`config.mk`:
```
export PLATFORM = sky130hd
export DESIGN_NAME = demux_stream_sched
export DESIGN_NICKNAME = d
export VERILOG_FILES = /design/src/rtl/demux_stream_sched.sv
export SDC_FILE = /design/constraint.sdc
export NUM_CORES = 1
export LEC_CHECK = 0
export ABC_AREA = 1
export ABC_CLOCK_PERIOD_IN_PS = 2800
export CAP_MARGIN = 20
export CELL_PAD_IN_SITES_DETAIL_PLACEMENT = 1
export CELL_PAD_IN_SITES_GLOBAL_PLACEMENT = 2
export CORE_ASPECT_RATIO = 0.5
export CORE_UTILIZATION = 29
export DETAILED_ROUTE_END_ITERATION = 8
export PLACE_DENSITY = 0.83
export SLEW_MARGIN = 15
export SYNTH_ARGS = -nofsm -noshare
export SYNTH_HDL_FRONTEND = slang
export SYNTH_SLANG_ARGS = --single-unit
export TNS_END_PERCENT = 1
```
`constraint.sdc`:
```
create_clock -name clk -period 2.8 [get_ports clk]
set_input_delay 0.56 -clock clk [delete_from_list [all_inputs] [get_ports clk]]
set_output_delay 0.56 -clock clk [all_outputs]
set_load 0.02 [all_outputs]
```
`src/rtl/demux_stream_sched.sv`:
```
// 1-to-NCH stream demux scheduler: directed or round-robin channel choice, bursts locked to one channel.
// Latency 1 cycle accept->out_valid; backpressure: in_ready follows out_ready of the held channel.
module demux_stream_sched #(
    parameter int DW    = 8,
    parameter int NCH   = 4,
    parameter int SW    = 2,
    parameter int BURST = 4
) (
    input  logic              clk,
    input  logic              rst_n,
    input  logic [DW-1:0]     in_data,
    input  logic              in_valid,
    output logic              in_ready,
    input  logic [SW-1:0]     in_dest,
    input  logic              in_last,
    input  logic              mode,
    output logic [NCH*DW-1:0] out_data,
    output logic [NCH-1:0]    out_valid,
    input  logic [NCH-1:0]    out_ready,
    output logic [SW-1:0]     cur_sel,
    output logic              busy,
    output logic              drop
);

    typedef enum logic {IDLE, SEND} state_t;

    state_t              state_q;
    logic [NCH-1:0]      out_valid_q;
    logic [NCH*DW-1:0]   out_data_q;
    logic [SW-1:0]       cur_sel_q;
    logic [SW-1:0]       rr_ptr_q;
    logic [7:0]          beat_cnt_q;
    logic                locked_q;
    logic                rr_burst_q;
    logic                drop_q;

    logic                sel_ready;
    logic                accept;
    logic                transfer;
    logic                dest_bad;
    logic                load;
    logic                burst_end;
    logic                burst_rr_d;
    logic [SW-1:0]       sel_d;
    logic [SW-1:0]       rr_next_d;
    logic [7:0]          beat_d;
    logic [NCH*DW-1:0]   lanes_d;
    logic [NCH-1:0]      onehot_d;

    assign sel_ready = out_ready[cur_sel_q];
    assign in_ready  = rst_n & ((state_q == IDLE) | sel_ready);
    assign accept    = in_valid & in_ready;
    assign transfer  = (state_q == SEND) & sel_ready;

    // A locked burst ignores in_dest/mode; only the first word chooses the channel.
    always_comb begin
        sel_d      = cur_sel_q;
        burst_rr_d = rr_burst_q;
        beat_d     = beat_cnt_q + 8'd1;
        dest_bad   = 1'b0;
        if (!locked_q) begin
            burst_rr_d = mode;
            beat_d     = 8'd1;
            sel_d      = mode ? rr_ptr_q : in_dest;
            dest_bad   = !mode && ({1'b0, in_dest} >= (SW+1)'(NCH));
        end
        load      = accept & !dest_bad;
        burst_end = in_last | (beat_d == 8'(BURST));
        rr_next_d = (sel_d == SW'(NCH-1)) ? '0 : sel_d + 1'b1;
    end

    always_comb begin
        lanes_d  = '0;
        onehot_d = '0;
        for (int k = 0; k < NCH; k++) begin
            if (sel_d == SW'(k)) begin
                lanes_d[k*DW +: DW] = in_data;
                onehot_d[k]         = 1'b1;
            end
        end
    end

    always_ff @(posedge clk) begin
        if (!rst_n) begin
            state_q     <= IDLE;
            out_valid_q <= '0;
            out_data_q  <= '0;
            cur_sel_q   <= '0;
            rr_ptr_q    <= '0;
            beat_cnt_q  <= '0;
            locked_q    <= 1'b0;
            rr_burst_q  <= 1'b0;
            drop_q      <= 1'b0;
        end else begin
            drop_q <= accept & dest_bad;
            case (state_q)
                IDLE: begin
                    if (load) begin
                        state_q <= SEND;
                    end
                end
                SEND: begin
                    if (!load && transfer) begin
                        state_q <= IDLE;
                    end
                end
                default: state_q <= IDLE;
            endcase

            if (load) begin
                cur_sel_q   <= sel_d;
                out_data_q  <= lanes_d;
                out_valid_q <= onehot_d;
                // Lock and beat count survive idle gaps until the burst end word.
                if (burst_end) begin
                    locked_q   <= 1'b0;
                    beat_cnt_q <= '0;
                    if (burst_rr_d) begin
                        rr_ptr_q <= rr_next_d;
                    end
                end else begin
                    locked_q   <= 1'b1;
                    beat_cnt_q <= beat_d;
                    rr_burst_q <= burst_rr_d;
                end
            end else if (transfer) begin
                out_valid_q <= '0;
            end
        end
    end

    assign out_valid = out_valid_q;
    assign out_data  = out_data_q;
    assign cur_sel   = cur_sel_q;
    assign busy      = locked_q | (state_q == SEND);
    assign drop      = drop_q;

endmodule

```
==> summary.md, run 1 <==
| Metric | Value |
|---|---|
| Outcome | complete, no violations |
| FF/Latch Area | 1020 µm² |
| Post-CTS setup buffer count | 0 |
| Commonest non-fill, non-tap cells in the layout | nand2_1, clkdlybuf4s50_1, dfxtp_1 |
| Resize count post-CTS | 0 |
| Mean Syn Cell Area | 7.40 µm² |
| RSZ-0062 raised after global routing | false |
| Hold path start | out_data[21]$_SDFFE_PN0P_ |
| Distinct cells, synth | 29 |
| Total gr overflow | 0 |
| Total Routing Usage GR | between 10% and 20% |
| Antenna cell count | 0 |
| Register area share after synthesis | a little over two fifths |
| Minimum clock period | 2.63 ns |
| Setup crit end kind | output pin |
| Final TNS setup | 0 ns |
| Pwr/cell area | 513 nW/µm² |
| Crit-path max FO | 2 |
| Vias after detailed routing | 2265 |
| Core area | between 7000 and 8000 µm² |
| Post-Syn Area | between 2000 and 2500 µm² |
| Number of I/O pins | 60 |
| Hpwl dp | just under 5000 µm |
| Worst r2r path cells | 12 |
| Critical R2R Capture | out_valid[3]$_SDFFE_PN0P_ |
| Vias in the first global route | ~2.3k |
| Hold endpoint | out_data[21]$_SDFFE_PN0P_ |
| GP Congestion | ~0.79 |
| Hold-fix buffers at CTS | 0 |
| First-pass GRT wire length | 11600 µm |
| Multi-input logic area | 1100 µm² |
| Syn Nets | 340 |
| FMAX | around 380 MHz |
| Num CTS Buffers | 5 |
| Via density per instance | 4.75 |
| Layout area overhead | 34.3% |
| Die area | 8440 µm² |
| Initial core utilization | around 31% |
| Initial antenna violation count | 0 |
| Static leakage | roughly 0.0012 µW |
| 1st-pass router iterations | 4 |
| Slew Limit Fails | 0 |
| Die height | roughly 65 µm |
| Final Hold Fails | 0 |
| I/O Buffers | between 50 and 60 |
| Clk Latency, worst-skew pair | ~0.29 ns |
| # fillers | 920 |
| CTS tree | built |
| Layout net count | approximately 390 |
| WL per Instance | 14.3 µm |
| Register clock-pin slew on the reported worst setup and hold paths | 0.07 ns |
| Period utilisation layout | 94.0% |
| Post-DRT Antenna Nets | 0 |
| Most common cell after layout, fill and taps aside | nand2_1 |
| Number of synthesis warnings | 0 |
| Min-delay worst type | register to register |
| CP required | approximately 2.2 ns |
| Max_cap viols | 0 |
| Power, Total | 1610 µW |
| Core Util, Final | 41.5% |
| Drt total wl | 6820 µm |
| Drt drc | 0 |
| Share of cells above drive strength 1 | about 8.4% |
| Max Buffers Root-to-Sink | 2 |
| H-tree level count | 2 |
| Hold depth | 2 |
| R2R Setup Slk | between 0.8 and 0.9 ns |
| Largest net degree at the start of global routing | 43 |
| R2r startpoint | cur_sel[0]$_SDFFE_PN0P_ |
| Post-synthesis cell count | roughly 320 |
| Die width | 129 µm |
| Clock Skew | 0.00254 ns |
| Peak supply drop | about 0.22 mV |
| Startpoint types | input port |
| Clock sinks | 51 |
| Worst EP arrival | 2.07 ns |
| Final setup vio count | 0 |
| #FFs+latches synth | 51 |
| Final hold slack | 0.467 ns |
| Critical path class | input port to output pin |
| CTS root buffer | clkbuf_16 |
| Iteration-0 DRC Markers | between 90 and 100 |
| Row cnt | 22 |
==> registers in the layout, indices dropped and copies added, names as in the netlist <==
register,cells
cur_sel,2
out_data,32
state_q,1
beat_cnt_q,8
out_valid,4
rr_ptr_q,2
locked_q,1
rr_burst_q,1
==> worst max-delay path by stage <==
stage | cells past startpoint | start | end
final | 8 | out_ready[1] | in_ready
after CTS | 8 | out_ready[1] | in_ready
after floorplan | 9 | mode | rr_ptr_q[0]$_SDFFE_PN0P_
after global routing | 8 | out_ready[1] | in_ready
after global placement | 8 | out_ready[1] | in_ready
after detailed placement | 8 | out_ready[1] | in_ready
==> layer usage <==
layer	global-route usage, %	vias up	share of wire (%)
met5	0	-	0
met4	3.97	0	0.67
met3	4.07	7	3.1
met2	32.2	30	48
met1	21.7	1093	48
li1	-	1135	-
==> kinds of logic after synthesis <==
group                      Yosys count  share of synthesized area, %
other                                1                         0.160
buffers and inverters               46                          9.42
adders and majority gates            5                          2.68
and+or+nand+nor                    153                          30.7
DFF                                 51                          43.7
AOI/OAI and AO/OA                   60                          13.4
==> per-stage QoR <==
| stage | worst slack (ns) | area (µm²) | std cells |
|---|---|---|---|
| after floorplan | 0.825 | 2340 | 316 |
| after global placement | 0.186 | 2990 | 469 |
| after detailed placement | 0.160 | 2990 | 469 |
| after CTS | 0.158 | 3140 | 477 |
| after global routing | 0.0768 | 3140 | 477 |
| final | 0.167 | 3140 | 477 |
==> power by group <==
group | switching [µW] | internal [µW] | leakage (µW)
logic | 140 | 91.7 | 0.000676
registers | 12.9 | 744 | 0.000413
clock network | 284 | 336 | 0.0000675
==> cell usage after synthesis <==
cell type | count | area, µm²
a21oi_1 | 49 | 245
buf_1 | 1 | 3.75
buf_4 | 10 | 75.1
buf_6 | 1 | 11.3
clkbuf_1 | 7 | 26.3
clkinv_1 | 1 | 3.75
conb_1 | 1 | 3.75
dfxtp_1 | 51 | 1020
ha_1 | 5 | 62.6
inv_1 | 21 | 78.8
inv_2 | 4 | 15.0
inv_4 | 1 | 6.26
nand2_1 | 78 | 293
nand2_2 | 2 | 12.5
nand2_4 | 2 | 22.5
nand3_1 | 46 | 230
nand3_2 | 1 | 10.0
nand4_1 | 7 | 43.8
nor2_1 | 8 | 30.0
nor2_2 | 3 | 18.8
nor2_4 | 1 | 11.3
nor2_8 | 1 | 20.0
o211a_1 | 1 | 10.0
o211ai_1 | 2 | 15.0
o21ai_0 | 5 | 25.0
o21ai_1 | 2 | 10.0
o21bai_1 | 1 | 7.51
or2_0 | 1 | 6.26
or2_2 | 3 | 18.8
==> area by class of cell <==
type | count | share of cell area, %
Clock buffer | 6 | 4.11
Multi-Input combinational cell | 219 | 34.9
Sequential cell | 51 | 32.5
Inverter | 27 | 3.31
Timing Repair Buffer | 64 | 20.3
Clock inverter | 2 | 0.518
Tap cell | 108 | 4.30
==> critical path, stage by stage <==
cell and delay (ns):
clkdlybuf4s50_1 0.46, nand2_1 0.05, nand3_1 0.09, nand2_1 0.07, nand2_1 0.09, nand2_2 0.10
inv_1 0.07, clkdlybuf4s50_1 0.59
Note: power is estimated with default switching activity, not from simulation.
==> run 2, diff against run 1 <==
- CAP_MARGIN: 20 -> 15
==> results of run 2 <==
The final DEF is identical to that of run 1; final timing and power are the same.
==> variant 1 (config.mk and constraints of run 1) <==
The parameter `NCH` goes from 4 to 5.
--- a/src/rtl/demux_stream_sched.sv
+++ b/src/rtl/demux_stream_sched.sv
@@ -2,7 +2,7 @@
 // Latency 1 cycle accept->out_valid; backpressure: in_ready follows out_ready of the held channel.
 module demux_stream_sched #(
     parameter int DW    = 8,
-    parameter int NCH   = 4,
+    parameter int NCH   = 5,
     parameter int SW    = 2,
     parameter int BURST = 4
 ) (
Interface: changed (resized out_data, out_ready and out_valid); port bits go from 60 to 70. No check against the original RTL was run, so the function may have changed too.
==> variant 1 against run 1 <==
  * Critical path type unchanged
  * Register-to-register slack improved by 120 ps
  * Fmax increased by 1.4%
  * Wire length increased by 4.5%
  * Non-clock buffer count increased by 10
  * Total power increased by 1.8%
  * First-iteration DRC count decreased by 16%
  * Highest routed layer unchanged
  * Cell area increased by 2.6%
  * Setup slack improved by 36 ps
  * Core utilization increased by 0.60 points
  * Die area increased by 2.1%
  * Global-route usage increased by 0.28 points
  * Sequential cell count unchanged
  * Area after synthesis increased by 2.2%
==> variant 1: results (changes against run 1) <==
\begin{tabular}{lr}
\hline
Metric & Value \\
\hline
\multicolumn{2}{l}{\textbf{Status}} \\
\quad Run status & complete, no violations \\
\multicolumn{2}{l}{\textbf{Finish}} \\
\quad Net count, final & 397 (+1.3\%) \\
\quad Post-layout instance count excluding filler cells & 480 (+0.63\%) \\
\quad Fraction of final layout cells sized beyond drive strength 1 & 8.87\% (+0.47 points) \\
\multicolumn{2}{l}{\textbf{Power and ir drop}} \\
\quad Peak ir drop on the vdd network & 0.224 mV (+1.2\%) \\
\quad Cell leakage power & 1.13 nW (-2.1\%) \\
\quad Sum of internal, switching and leakage power & 1.64 mW (+1.8\%) \\
\multicolumn{2}{l}{\textbf{Setup path}} \\
\quad Setup slack, reg-to-reg & 1010 ps (+120 ps) \\
\quad Critical register-to-register path endpoint & rr\_ptr\_q[0] \\
\quad Worst flop-to-flop path startpoint & beat\_cnt\_q[0] \\
\quad Data arrival time at the worst-slack endpoint & 2040 ps (-30 ps) \\
\multicolumn{2}{l}{\textbf{Synth}} \\
\quad Cell types occupying the most area after synthesis & sky130\_fd\_sc\_hd\_\_dfxtp\_1 (43\%), sky130\_fd\_sc\_hd\_\_nand2\_1 (11\%), sky130\_fd\_sc\_hd\_\_a21oi\_1 (11\%) \\
\quad Sequential-to-total area share from yosys stat & 42.7\% (-0.94 points) \\
\quad Top post-synthesis cells by count & sky130\_fd\_sc\_hd\_\_nand2\_1 (72), sky130\_fd\_sc\_hd\_\_a21oi\_1 (52), sky130\_fd\_sc\_hd\_\_dfxtp\_1 (51) \\
\quad Netlist cell types & 27 (-6.9\%) \\
\multicolumn{2}{l}{\textbf{GRT}} \\
\quad Largest net degree at the start of global routing & 50 (+16\%) \\
\quad Met1 Use GR & 22.6\% (+0.90 points) \\
\quad Via count of the first global-routing pass & 2,334 (-0.34\%) \\
\quad Met3 Use GR & 3.88\% (-0.19 points) \\
\quad GRT Overall Usage & 18.1\% (+0.28 points) \\
\quad Met2 Use GR & 30.6\% (-1.6 points) \\
\multicolumn{2}{l}{\textbf{Hold path}} \\
\quad Launch point of the worst hold path & out\_data[28] \\
\quad End point of the most critical hold path & out\_data[28] \\
\multicolumn{2}{l}{\textbf{STA}} \\
\quad Worst hold slack & 466 ps (-1.14 ps) \\
\multicolumn{2}{l}{\textbf{Place}} \\
\quad Routability congestion estimate & 0.764 (-3.0\%) \\
\quad Instance area at placement & 0.00307 mm² (+2.7\%) \\
\quad Detailed Place HPWL & 5110 µm (+5.7\%) \\
\multicolumn{2}{l}{\textbf{Detailed routing}} \\
\quad DRC marker count from the first detailed-route iteration & 78 (-16\%) \\
\quad Wirelength per Cell & 14.8 µm (+3.8\%) \\
\hline
\end{tabular}
==> variant 1: worst register-to-register path, delay by kind of cell (launching register included) <==
family	cells	cell delay (ps)
adder cells (fa/ha/maj)	1	200
flip-flops	1	410
AND/OR/NAND/NOR	11	1080
==> variant 1: cell type report <==
type                    instances  area [µm²]
fillers                       934        4430
repair buffers                 74         736
well taps                     108         135
flip-flops and latches         51        1020
inverters                      23        86.3
multi-input cells             216        1100
clock buffers                   6         129
clock inverters                 2        16.3
==> variant 1: cell families (layout without fill, tap and decap cells) <==
group	after synthesis	count (layout)	synth area share (%)
AOI/OAI and AO/OA	64	64	14.1
adders and majority gates	6	6	3.14
buffers and inverters	52	105	11.4
DFF	51	51	42.7
other	1	1	0.157
and+or+nand+nor	145	145	28.4
==> variant 1: power by group through the flow <==
stage | clock (mW) | combinational [mW] | sequential (mW)
floorplan | 0 | 0.129 | 0.790
global placement | 0 | 0.244 | 0.775
detailed placement | 0 | 0.250 | 0.775
CTS | 0.646 | 0.252 | 0.759
global route | 0.674 | 0.272 | 0.761
finish | 0.631 | 0.249 | 0.758
==> variant 1: worst max path at each step <==
stage | start | cells after the start | slack, ps | endpoint
2_1_floorplan | in_dest[0] | 8 | 940 | out_data[16]
3_3_place_gp | out_ready[1] | 8 | 220 | in_ready
3_5_place_dp | out_ready[3] | 8 | 190 | in_ready
4_1_cts | out_ready[3] | 8 | 190 | in_ready
5_1_grt | out_ready[3] | 8 | 110 | in_ready
6_report | out_ready[3] | 8 | 200 | in_ready
==> variant 1: per-layer routing <==
layer  wire length [µm]  up-vias
li1                   -     1147
met1               3390     1109
met2               3380       35
met3                246        7
met4                114        0
met5                  0        -
==> variant 2 (config.mk and constraints of run 1) <==
Made on the original files. Add an input register stage for `mode`; this delays it by one clock. The other inputs are not delayed to match.
--- a/src/rtl/demux_stream_sched.sv
+++ b/src/rtl/demux_stream_sched.sv
@@ -23,6 +23,16 @@
 );
 
     typedef enum logic {IDLE, SEND} state_t;
+
+    logic mode_q;
+
+    always_ff @(posedge clk) begin
+        if (!rst_n) begin
+            mode_q <= '0;
+        end else begin
+            mode_q <= mode;
+        end
+    end
 
     state_t              state_q;
     logic [NCH-1:0]      out_valid_q;
@@ -59,10 +69,10 @@
         beat_d     = beat_cnt_q + 8'd1;
         dest_bad   = 1'b0;
         if (!locked_q) begin
-            burst_rr_d = mode;
+            burst_rr_d = mode_q;
             beat_d     = 8'd1;
-            sel_d      = mode ? rr_ptr_q : in_dest;
-            dest_bad   = !mode && ({1'b0, in_dest} >= (SW+1)'(NCH));
+            sel_d      = mode_q ? rr_ptr_q : in_dest;
+            dest_bad   = !mode_q && ({1'b0, in_dest} >= (SW+1)'(NCH));
         end
         load      = accept & !dest_bad;
         burst_end = in_last | (beat_d == 8'(BURST));
Function: changed (Yosys sat finds a counterexample within 4 cycles, from zero or initial values and one cycle with rst_n low).
==> variant 2 against run 1 <==
  * Via count rose by 0.26%
  * Area after synthesis up 2.0%
  * Cell area rose by 1.0%
  * Sequential cell count up 1
  * Clock power grew 0.8%
  * Core utilization up 0.11 points
  * Combinational power rose by 2%
  * Synthesized cell count up 1.6%
  * Highest routed layer unchanged
  * Setup slack worse by 8.8 ps
  * Wire length rose by 2.6%
  * Total power grew 1.7%
  * First-iteration DRC count increased by 3.2%
  * Worst hold slack worse by 2.1 ps
  * Largest power group unchanged
  * Largest cell class unchanged
  * Critical endpoint unchanged
  * Die area up 1.9%
==> variant 2: results (changes against run 1) <==
\begin{tabular}{lr}
\hline
Metric & Value \\
\hline
\multicolumn{2}{l}{\textbf{Place}} \\
\quad Placement Setup Slack & 151 ps (-9.06 ps) \\
\quad Routability congestion estimate & 0.813 (+3.1\%) \\
\quad Detailed Place HPWL & 5120 µm (+5.9\%) \\
\multicolumn{2}{l}{\textbf{Power and ir drop}} \\
\quad Total sequential power & 776 µW (+3\%) \\
\quad Proportion of total power due to net switching & 27.2\% (-0.028 points) \\
\multicolumn{2}{l}{\textbf{Detailed routing}} \\
\quad Vias & 2,271 (+0.26\%) \\
\quad Post-route met1 wirelength & 3370 µm (+2.6\%) \\
\quad DRC marker count from the first detailed-route iteration & 96 (+3.2\%) \\
\quad Wire length after detailed routing & 7000 µm (+2.6\%) \\
\multicolumn{2}{l}{\textbf{Synth}} \\
\quad Average instance area after synthesis & 7.43 µm² (+0.39\%) \\
\quad Netlist cell types & 31 (+6.9\%) \\
\quad Share of the synthesized area in compound gates (AO/OA/AOI/OAI) & 13.1\% (-0.26 points) \\
\quad Sequential-to-total area share from yosys stat & 43.7\% (about the same) \\
\quad Top post-synthesis cells by count & sky130\_fd\_sc\_hd\_\_nand2\_1 (79), sky130\_fd\_sc\_hd\_\_dfxtp\_1 (52), sky130\_fd\_sc\_hd\_\_a21oi\_1 (49) \\
\multicolumn{2}{l}{\textbf{Setup path}} \\
\quad Critical register-to-register path endpoint & out\_data[7] \\
\quad Worst Reg2Reg Path Length in Cells & 6 (-6) \\
\quad Setup slack, reg-to-reg & 620 ps (-270 ps) \\
\multicolumn{2}{l}{\textbf{STA}} \\
\quad Least setup slack across all paths after layout & 158 ps (-8.77 ps) \\
\quad Post-route clock skew & 6.35 ps (+3.81 ps) \\
\quad Worst hold slack & 465 ps (-2.13 ps) \\
\multicolumn{2}{l}{\textbf{Finish}} \\
\quad Post-layout instance count excluding filler cells & 480 (+0.63\%) \\
\quad Fraction of final layout cells sized beyond drive strength 1 & 8.60\% (+0.20 points) \\
\quad Net count, final & 395 (+0.77\%) \\
\quad Total of fill cells in the finished design & 947 (+2.9\%) \\
\multicolumn{2}{l}{\textbf{Hold path}} \\
\quad Launch point of the worst hold path & out\_valid[0] \\
\multicolumn{2}{l}{\textbf{GRT}} \\
\quad Met1 Use GR & 23.8\% (+2.0 points) \\
\quad Wire length of the first global-routing pass & 11,800 µm (+1.6\%) \\
\multicolumn{2}{l}{\textbf{Status}} \\
\quad Run status & complete, no violations \\
\hline
\end{tabular}
[variant 2: cell count changes after synthesis, moves of 2 or more]
cell / before / now
sky130_fd_sc_hd__buf_6: 1 / 4
sky130_fd_sc_hd__nand2_2: 2 / 4
sky130_fd_sc_hd__buf_2: 0 / 2
sky130_fd_sc_hd__clkbuf_1: 7 / 3
sky130_fd_sc_hd__nand3_1: 46 / 44
sky130_fd_sc_hd__buf_1: 1 / 5
sky130_fd_sc_hd__buf_4: 10 / 6
[variant 2: final cells by class]
cell class | instances | area (µm²) | area share (%)
multi-input cells | 221 | 1100 | 34.8
flip-flops and latches | 52 | 1040 | 32.8
repair buffers | 63 | 631 | 19.9
well taps | 108 | 135 | 4.26
clock buffers | 5 | 125 | 3.95
inverters | 28 | 108 | 3.39
clock inverters | 3 | 26.3 | 0.829
[variant 2: worst reg2reg max path: cells and delay by family, from the launching register on]
kind,cells,cell delay (ps)
buf+inv,2,390
simple gates,1,150
flops,1,580
compound gates,2,540
fa+ha+maj,1,380
